## src/rtl/axi_fifo_flop_n.sv

```systemverilog
// rtl/axi_fifo_flop_n.sv - AXI-Stream flop FIFO with registered outputs and optional packet gating
module axi_fifo_flop_n #(
    parameter int WIDTH    = 32,
    parameter int DEPTH    = 4,
    parameter int PKT_MODE = 0,
    localparam int CW      = $clog2(DEPTH + 1)
) (
    input  logic             clk,
    input  logic             reset,
    input  logic             clear,
    input  logic [WIDTH-1:0] i_tdata,
    input  logic             i_tlast,
    input  logic             i_tvalid,
    output logic             i_tready,
    output logic [WIDTH-1:0] o_tdata,
    output logic             o_tlast,
    output logic             o_tvalid,
    input  logic             o_tready,
    output logic [CW-1:0]    occupied,
    output logic [CW-1:0]    space,
    output logic             pkt_ovf
);

    // Packet mode can hold DEPTH words with the output register still empty.
    localparam int BUF_N = (PKT_MODE != 0) ? DEPTH : DEPTH - 1;
    localparam int PW    = (BUF_N > 1) ? $clog2(BUF_N) : 1;

    // Sized to the pointer range so indexing is exact; entries past BUF_N are never addressed.
    logic [WIDTH:0] mem [2**PW];
    logic [PW-1:0]  wptr;
    logic [PW-1:0]  rptr;

    logic          acc;
    logic          rel;
    logic          out_free;
    logic          eligible;
    logic          load_buf;
    logic          load_byp;
    logic          wr_buf;
    logic [CW-1:0] buf_count;
    logic [CW-1:0] occupied_next;

    function automatic logic [PW-1:0] next_ptr(input logic [PW-1:0] p);
        return (p == PW'(BUF_N - 1)) ? '0 : p + 1'b1;
    endfunction

    assign acc           = i_tvalid & i_tready;
    assign rel           = o_tvalid & o_tready;
    assign out_free      = ~o_tvalid | o_tready;
    assign buf_count     = occupied - CW'(o_tvalid);
    assign occupied_next = occupied + CW'(acc) - CW'(rel);

    // Buffered words go first; the incoming word bypasses only into an empty buffer.
    assign load_buf = out_free & (buf_count != '0) & eligible;
    assign load_byp = out_free & (buf_count == '0) & acc & eligible;
    assign wr_buf   = acc & ~load_byp;

    generate
        if (PKT_MODE != 0) begin : g_pkt
            logic [CW-1:0] pkt_cnt;
            logic [CW-1:0] pkt_avail;
            logic [CW-1:0] pkt_cnt_next;
            logic          draining;
            logic          drain_eff;
            logic          ovf_r;
            logic          ovf_next;

            // A tlast accepted this cycle does not count until the next edge.
            assign pkt_avail    = pkt_cnt - CW'(rel & o_tlast);
            assign pkt_cnt_next = pkt_avail + CW'(acc & i_tlast);
            assign drain_eff    = rel ? ~o_tlast : draining;
            assign eligible     = (pkt_avail != '0) | drain_eff;
            assign ovf_next     = (occupied_next == CW'(DEPTH)) & (pkt_cnt_next == '0);

            always_ff @(posedge clk) begin
                if (reset | clear) begin
                    pkt_cnt  <= '0;
                    draining <= 1'b0;
                    ovf_r    <= 1'b0;
                end else begin
                    pkt_cnt  <= pkt_cnt_next;
                    draining <= drain_eff | ovf_next;
                    ovf_r    <= ovf_r | ovf_next;
                end
            end

            assign pkt_ovf = ovf_r;
        end else begin : g_nopkt
            assign eligible = 1'b1;
            assign pkt_ovf  = 1'b0;
        end
    endgenerate

    always_ff @(posedge clk) begin
        if (reset | clear) begin
            o_tvalid <= 1'b0;
            i_tready <= 1'b1;
            occupied <= '0;
            space    <= CW'(DEPTH);
            wptr     <= '0;
            rptr     <= '0;
        end else begin
            if (wr_buf) begin
                wptr <= next_ptr(wptr);
            end
            if (load_buf) begin
                rptr <= next_ptr(rptr);
            end
            if (load_buf | load_byp) begin
                o_tvalid <= 1'b1;
            end else if (rel) begin
                o_tvalid <= 1'b0;
            end
            occupied <= occupied_next;
            space    <= CW'(DEPTH) - occupied_next;
            i_tready <= (occupied_next < CW'(DEPTH));
        end
    end

    always_ff @(posedge clk) begin
        if (wr_buf) begin
            mem[wptr] <= {i_tlast, i_tdata};
        end
        if (load_buf) begin
            {o_tlast, o_tdata} <= mem[rptr];
        end else if (load_byp) begin
            {o_tlast, o_tdata} <= {i_tlast, i_tdata};
        end
    end

endmodule

```

## config.mk

```make
export PLATFORM = sky130hd
export DESIGN_NAME = axi_fifo_flop_n
export DESIGN_NICKNAME = d
export VERILOG_FILES = /design/src/rtl/axi_fifo_flop_n.sv
export SDC_FILE = /design/constraint.sdc
export NUM_CORES = 1
export LEC_CHECK = 0
export ABC_AREA = 1
export BUFFER_PORTS_ARGS = -buffer_cell sky130_fd_sc_hd__buf_2
export CORE_ASPECT_RATIO = 1.2
export CORE_MARGIN = 2
export CORE_UTILIZATION = 39
export DETAILED_ROUTE_END_ITERATION = 8
export PLACE_DENSITY = 0.66
export SKIP_LAST_GASP = 1
export SLEW_MARGIN = 20
export SYNTH_ARGS = -nofsm -noshare
export SYNTH_HDL_FRONTEND = slang
export SYNTH_SLANG_ARGS = --single-unit
```

## constraint.sdc

```tcl
create_clock -name clk -period 5.4 [get_ports clk]
set_input_delay 0.54 -clock clk [delete_from_list [all_inputs] [get_ports clk]]
set_output_delay 0.54 -clock clk [all_outputs]
set_load 0.05 [all_outputs]
```

## Word-level counts from Yosys, hierarchy flattened

Memory sizes are Yosys's and may differ from the RTL's. A register that Yosys moved wholly into a read port is not among the register bits.
Index checks and enable logic that the tools add are counted.
Widths: inputs -> output; s select.

- Bits in registers: 45
- Latch bits: 0
- RAM bits: 132
- ROM bits: 0
- Input port bits: 38
- Output and inout bits: 42
- Word-level logic and storage cells: 45
- Memories kept: 1

Memory list:

| name | depth | bits a word | read ports | clocked after memory_dff | write ports | line | text |
|---|---|---|---|---|---|---|---|
| mem | 4 | 33 | 1 | 1 | 1 | 29 | `logic [WIDTH:0] mem [2**PW];` |

- Add/subtract/negate cells: 6
- Multipliers: 0
- Div/mod/pow operators: 0
- Order comparisons: 1
- Equal/unequal tests: 2
- Shift-type cells: 0
- Multiplexer cells: 12
- Bitwise gates (word level): 11
- Reduce and logical (&&, ||, !) cells: 4

Operators by type and width:

| kind | number |
|---|---|
| $mux 32 | 2 |
| $mux 2 | 4 |
| $and 1x1->1 | 6 |
| $mux 1 | 6 |
| $sub 3x1->3 | 2 |
| $add 2x1->2 const B | 2 |
| $eq 2x2->1 const B | 2 |
| $reduce_bool 2->1 | 2 |
| $add 3x1->3 | 1 |
| $logic_not 3->1 | 1 |
| $lt 3x3->1 const B | 1 |
| $or 1x1->1 | 3 |
| $reduce_bool 3->1 | 1 |
| $sub 3x3->3 const A | 1 |
| $not 1->1 | 2 |

## Depth between registers and ports, before layout

- Depth in word-level cells: 8
- Depth in mapped cells: 14
- Mapped depth without buffers: 14

## Worst setup path after synthesis

No wires, ideal clock.

- Path kind: register to register
- Start: reg occupied[0]
- End: reg o_tdata[0], enable pin
- Library setup time: 0.469 ns
- Arrival time: 3.773 ns
- Required time: 4.931 ns
- Slack: 1.158 ns
- Cell stages (with the launch flop): 7
- Path buffers: 0
- Period minus slack after synthesis: 4.242 ns
- Path through: dfxtp_1 -> inv_1 -> ha_1 -> inv_1 -> nor2_1 -> nand4_1 -> o21ai_0

- Word-level cells in the longest chain between the ends: 5
- Elaborated cells between the ends (all ways): 7
- Those cells by class: 1 x add/sub; 3 x bitwise; 3 x reduce/logical

Ends and longest elaborated chain:

| what | line | text |
|---|---|---|
| start: declaration | 19 | `output logic [CW-1:0] occupied,` |
| start signal: assignment | 114 | `occupied <= occupied_next;` |
| $sub 3x1->3 * | 50 | `assign buf_count = occupied - CW'(o_tvalid);` |
| $logic_not 3->1 | 55 | `assign load_byp = out_free & (buf_count == '0) & acc & eligible;` |
| $and 1x1->1 (2 in a row) | 55 |  |
| $reduce_bool 2->1 (no line) * | - |  |
| end signal: assignment | 125 | `{o_tlast, o_tdata} <= mem[rptr];` |
| end signal: assignment | 127 | `{o_tlast, o_tdata} <= {i_tlast, i_tdata};` |
| end: declaration | 15 | `output logic [WIDTH-1:0] o_tdata,` |

Mark *: on every way between the ends. The rest lies on a longest branch, timed or not.
A chain may end at the register's enable or synchronous reset.

## Worst setup path after layout

- Start: reg occupied[0]
- End: reg o_tlast (data pin)

- Word-level cells in the longest chain between the ends: 4

Ends and longest elaborated chain:

| what | line | text |
|---|---|---|
| $sub 3x1->3 | 50 |  |
| $reduce_bool 3->1 | 54 | `assign load_buf = out_free & (buf_count != '0) & eligible;` |
| $and 1x1->1 | 54 |  |
| $mux 1 | 124 | `if (load_buf) begin` |
| end signal: assignment | 125 |  |
| end signal: assignment | 127 |  |
| end: declaration | 16 | `output logic o_tlast,` |

Every way passes these cells.

==> impl_results.md <==
* Status: completed
* Highest clock rate at 362.8 MHz
* Ys Warns at 0
* FF-to-FF Start: occupied[0]
* Leak at 3.105 nW
* Maxcap violations at 0
* Final Util at 46.26%
* Distinct cells, synth at 25
* DR vias at 4429
* CTS tree: done
* Switch Pwr at approximately 1.1 mW
* Wire per inst at 16.32 microns
* Clock Skew at roughly 0.0082 ns
* Met2 routed WL at 7.578 mm
* Avg Vias per Cell at ~5
* Root Driver: clkbuf_16
* # Post-CTS Setup Buffers at 0
* Largest family of logic cells by synthesized area: simple AND/OR/NAND/NOR gates
* Die width at 126.8 microns
* Post-synthesis compound-gate area fraction at 7.587%
* Async SR Flop Fraction at 0%
* Diodes inserted at 0
* Internal power at 2.514 mW
* Overflow after GRT at 0
* Setup_tns at 0 ns
* Placed cell count at 852
* Crit path time final at around 2.8 ns
* Layout Nets at ~700
* Hold Buf Count CTS at 0
* Synth Area in Adders at ~1.2%
* Slowest cell on the critical path: nand2_2
* Row count at 53
* Hold crit path type: primary input to flop
* Critical path class: flop to flop
* Top Metal Used: met5
* Vias in the first global route at 4468
* Clock Latency Late Sink at 0.42 ns
* Internal reg-to-reg setup slack at 2.64 ns
* P&R area growth vs syn at 15.62%
* Synth area leaders: edfxtp_1 (70%), nand2_1 (5.9%), nor2_1 (5.9%), o21ai_1 (3.9%), dfxtp_1 (3.7%)
* Routability cong. at 0.7216
* Peak supply drop at between 200 and 250 uV
* Critical path arrival at between 2 and 3 ns
* Antenna-violating nets left at 0
* H-Tree Depth at 4
* Syn Nets at 622
* I/O Buffers at 78
* Gate power share at 18.5%
* M1 WL at 5.863 mm
* Synthesized area at 7058 sq um
* Die Ht at 151.4 microns
* Layout cells sized above 1 at 19.46%
* Post-route clock period utilization at 51.05%
* Xor/xnor share of the synthesized area at 0.2482%
* Setup crit start: occupied[0]
* Cts repair resizes at 0
* Die area at approximately 19000 sq um
* Top Ports at 80
* Cell family with most CP delay: simple AND/OR/NAND/NOR gates
* Hold Fails Final Rpt at 0
* Clock network power share at 34.1%
* Cell Count, Final, Fillers Out at 883
* CP cell instances: inv_1, ha_1, inv_1, nor2_1, nand3_2, nand2_2, inv_2, nand2_1, nand2_1
* Stages on the worst setup path at 9
* Prevailing post-synth register cell: edfxtp_1
* Synth area leader: edfxtp_1
* Initial antenna violation count at 1
* Slew Limit Fails at 0
* Worst EP required at 5.56 ns
* Depth of the most critical reg-to-reg path at 9
* Sequential Power Share at 47.4%
* CP Max Fanout at 38
* Core Box Area at 17640 sq um
* CP startpoint kind: flop
* DR DRC count at 0
* Relative slew slack at 36.37%
* Clock tree sinks at ~180
* WL met3 at 845 microns
* Crit path to: o_tlast
* Power Density at 437.5 nW/um^2
* Drt initial violations at 404
* First-pass GRT wire length at 22.56 mm
* Switching part of the total at just under 30%
* Clk pin slew, worst setup/hold paths at about 0.060 ns
* TritonRoute pass-1 iters at 5
* RSZ-0062 raised after global routing: false
* WP buf/inv at 3
* Post-DP Area at around 7600 sq um
* Worst Tran Pin Value at 0.9533 ns
* Seq cells post-synth at 178
* Post-synth EDFFs at 165
* Area share of and/or/nand/nor cells after synthesis at between 10% and 20%
* Worst setup EP type: flop
* CP max stage delay at 0.68 ns
* All-Layer GR Usage at 15.51%
* Largest net degree at the start of global routing at 67
* Synth top area share at 70.20%
* Final Cell Area at 8160 sq um
* Cells after synthesis at 578
* DP HPWL at around 8.1 mm
* Mux contribution to synthesized area at 0%
* Reg-to-Reg End: o_tlast
* Final setup fails at 0
* Mean Syn Cell Area at 12.21 sq um
* CTS buffer count at 17
* Routed wire length at 14.41 mm
* Initial Utilization at 40.01%
* Sequential share of the synthesized area at approximately three quarters
* Clk buf depth at 2
cell usage after synthesis, types with 2 or more instances:
master,n
a21oi_1,4
buf_2,9
buf_4,6
buf_6,6
buf_8,3
clkbuf_1,6
dfxtp_1,13
edfxtp_1,165
ha_1,5
inv_1,19
inv_2,3
nand2_1,111
nand2_2,3
nand3_1,3
nor2_1,110
nor3_1,2
o21ai_0,48
o21ai_1,55
layer usage:
layer | track usage, % | vias up
met2 | 27.98 | 131
met1 | 17.92 | 2154
li1 | - | 2129
met5 | 0 | -
met4 | 4.945 | 2
met3 | 4.309 | 13
registers in the layout, summed over array words and instances, names as in the netlist, named ones only:
name and cells:
mem 132, o_tdata 32, occupied 3, rptr 2, space 2, wptr 2, i_tready 1, o_tlast 1
o_tvalid 1
cell families after synthesis:
kind of cell | count (synthesis)
other | 1
DFF | 178
adders and majority gates | 6
and+or+nand+nor | 232
buffers and inverters | 52
AOI/OAI and AO/OA | 107
xor gates and xnor gates | 2
stage by stage:
step                      setup WS (ns)  power, mW  hold WS [ns]
after CTS                         2.600      3.598        0.3413
after floorplan                   1.158      2.235        0.4569
final                             2.644      3.570        0.3512
after global routing              2.412      3.714        0.3378
after global placement            2.705      2.375        0.4587
after detailed placement          2.627      2.390        0.4827
worst register-to-register path, delay by kind of cell (launching register included):
kind / cells / cell delay, ns
buf+inv: 3 / 0.67
fa+ha+maj: 1 / 0.26
simple gates: 5 / 1.21
flops: 1 / 0.37
how the worst min path moves through the flow:
stage	start	to	depth (start not counted)
3_3_place_gp	rptr[0]	flop	2
3_5_place_dp	rptr[0]	flop	2
4_1_cts	i_tdata[3]	mem[0][3]	1
5_1_grt	i_tdata[3]	mem[0][3]	1
6_report	i_tdata[13]	mem[0][13]	1
2_1_floorplan	rptr[0]	flop	2
power groups by stage:
stage               clock (mW)  sequential, mW  combinational (mW)
global route              1.29            1.70               0.721
CTS                       1.23            1.69               0.670
floorplan                    0            1.97               0.270
finish                    1.22            1.69               0.662
global placement             0            1.72               0.650
detailed placement           0            1.72               0.668
cell usage in the layout, fill, tap and decap left out, drive strengths merged, types with 2 or more instances in the layout:
cell type and n:
nand2 114, clkinvlp 2, buf 84, bufinv 3, nor3 2, nand3 4
edfxtp 165, ha 5, a21oi 4, clkbuf 17, dfxtp 13, clkinv 8
nor2 110, o21ai 103, inv 23
layout make-up:
type                    instances  area, sq um
inverters                      22        83.83
clock inverters                14        163.9
multi-input cells             348         1556
repair buffers                 84        435.4
fillers                      1566         9479
well taps                     220        275.3
flip-flops and latches        178         5220
clock buffers                  17        425.4
Note: power is estimated with default switching activity, not from simulation.
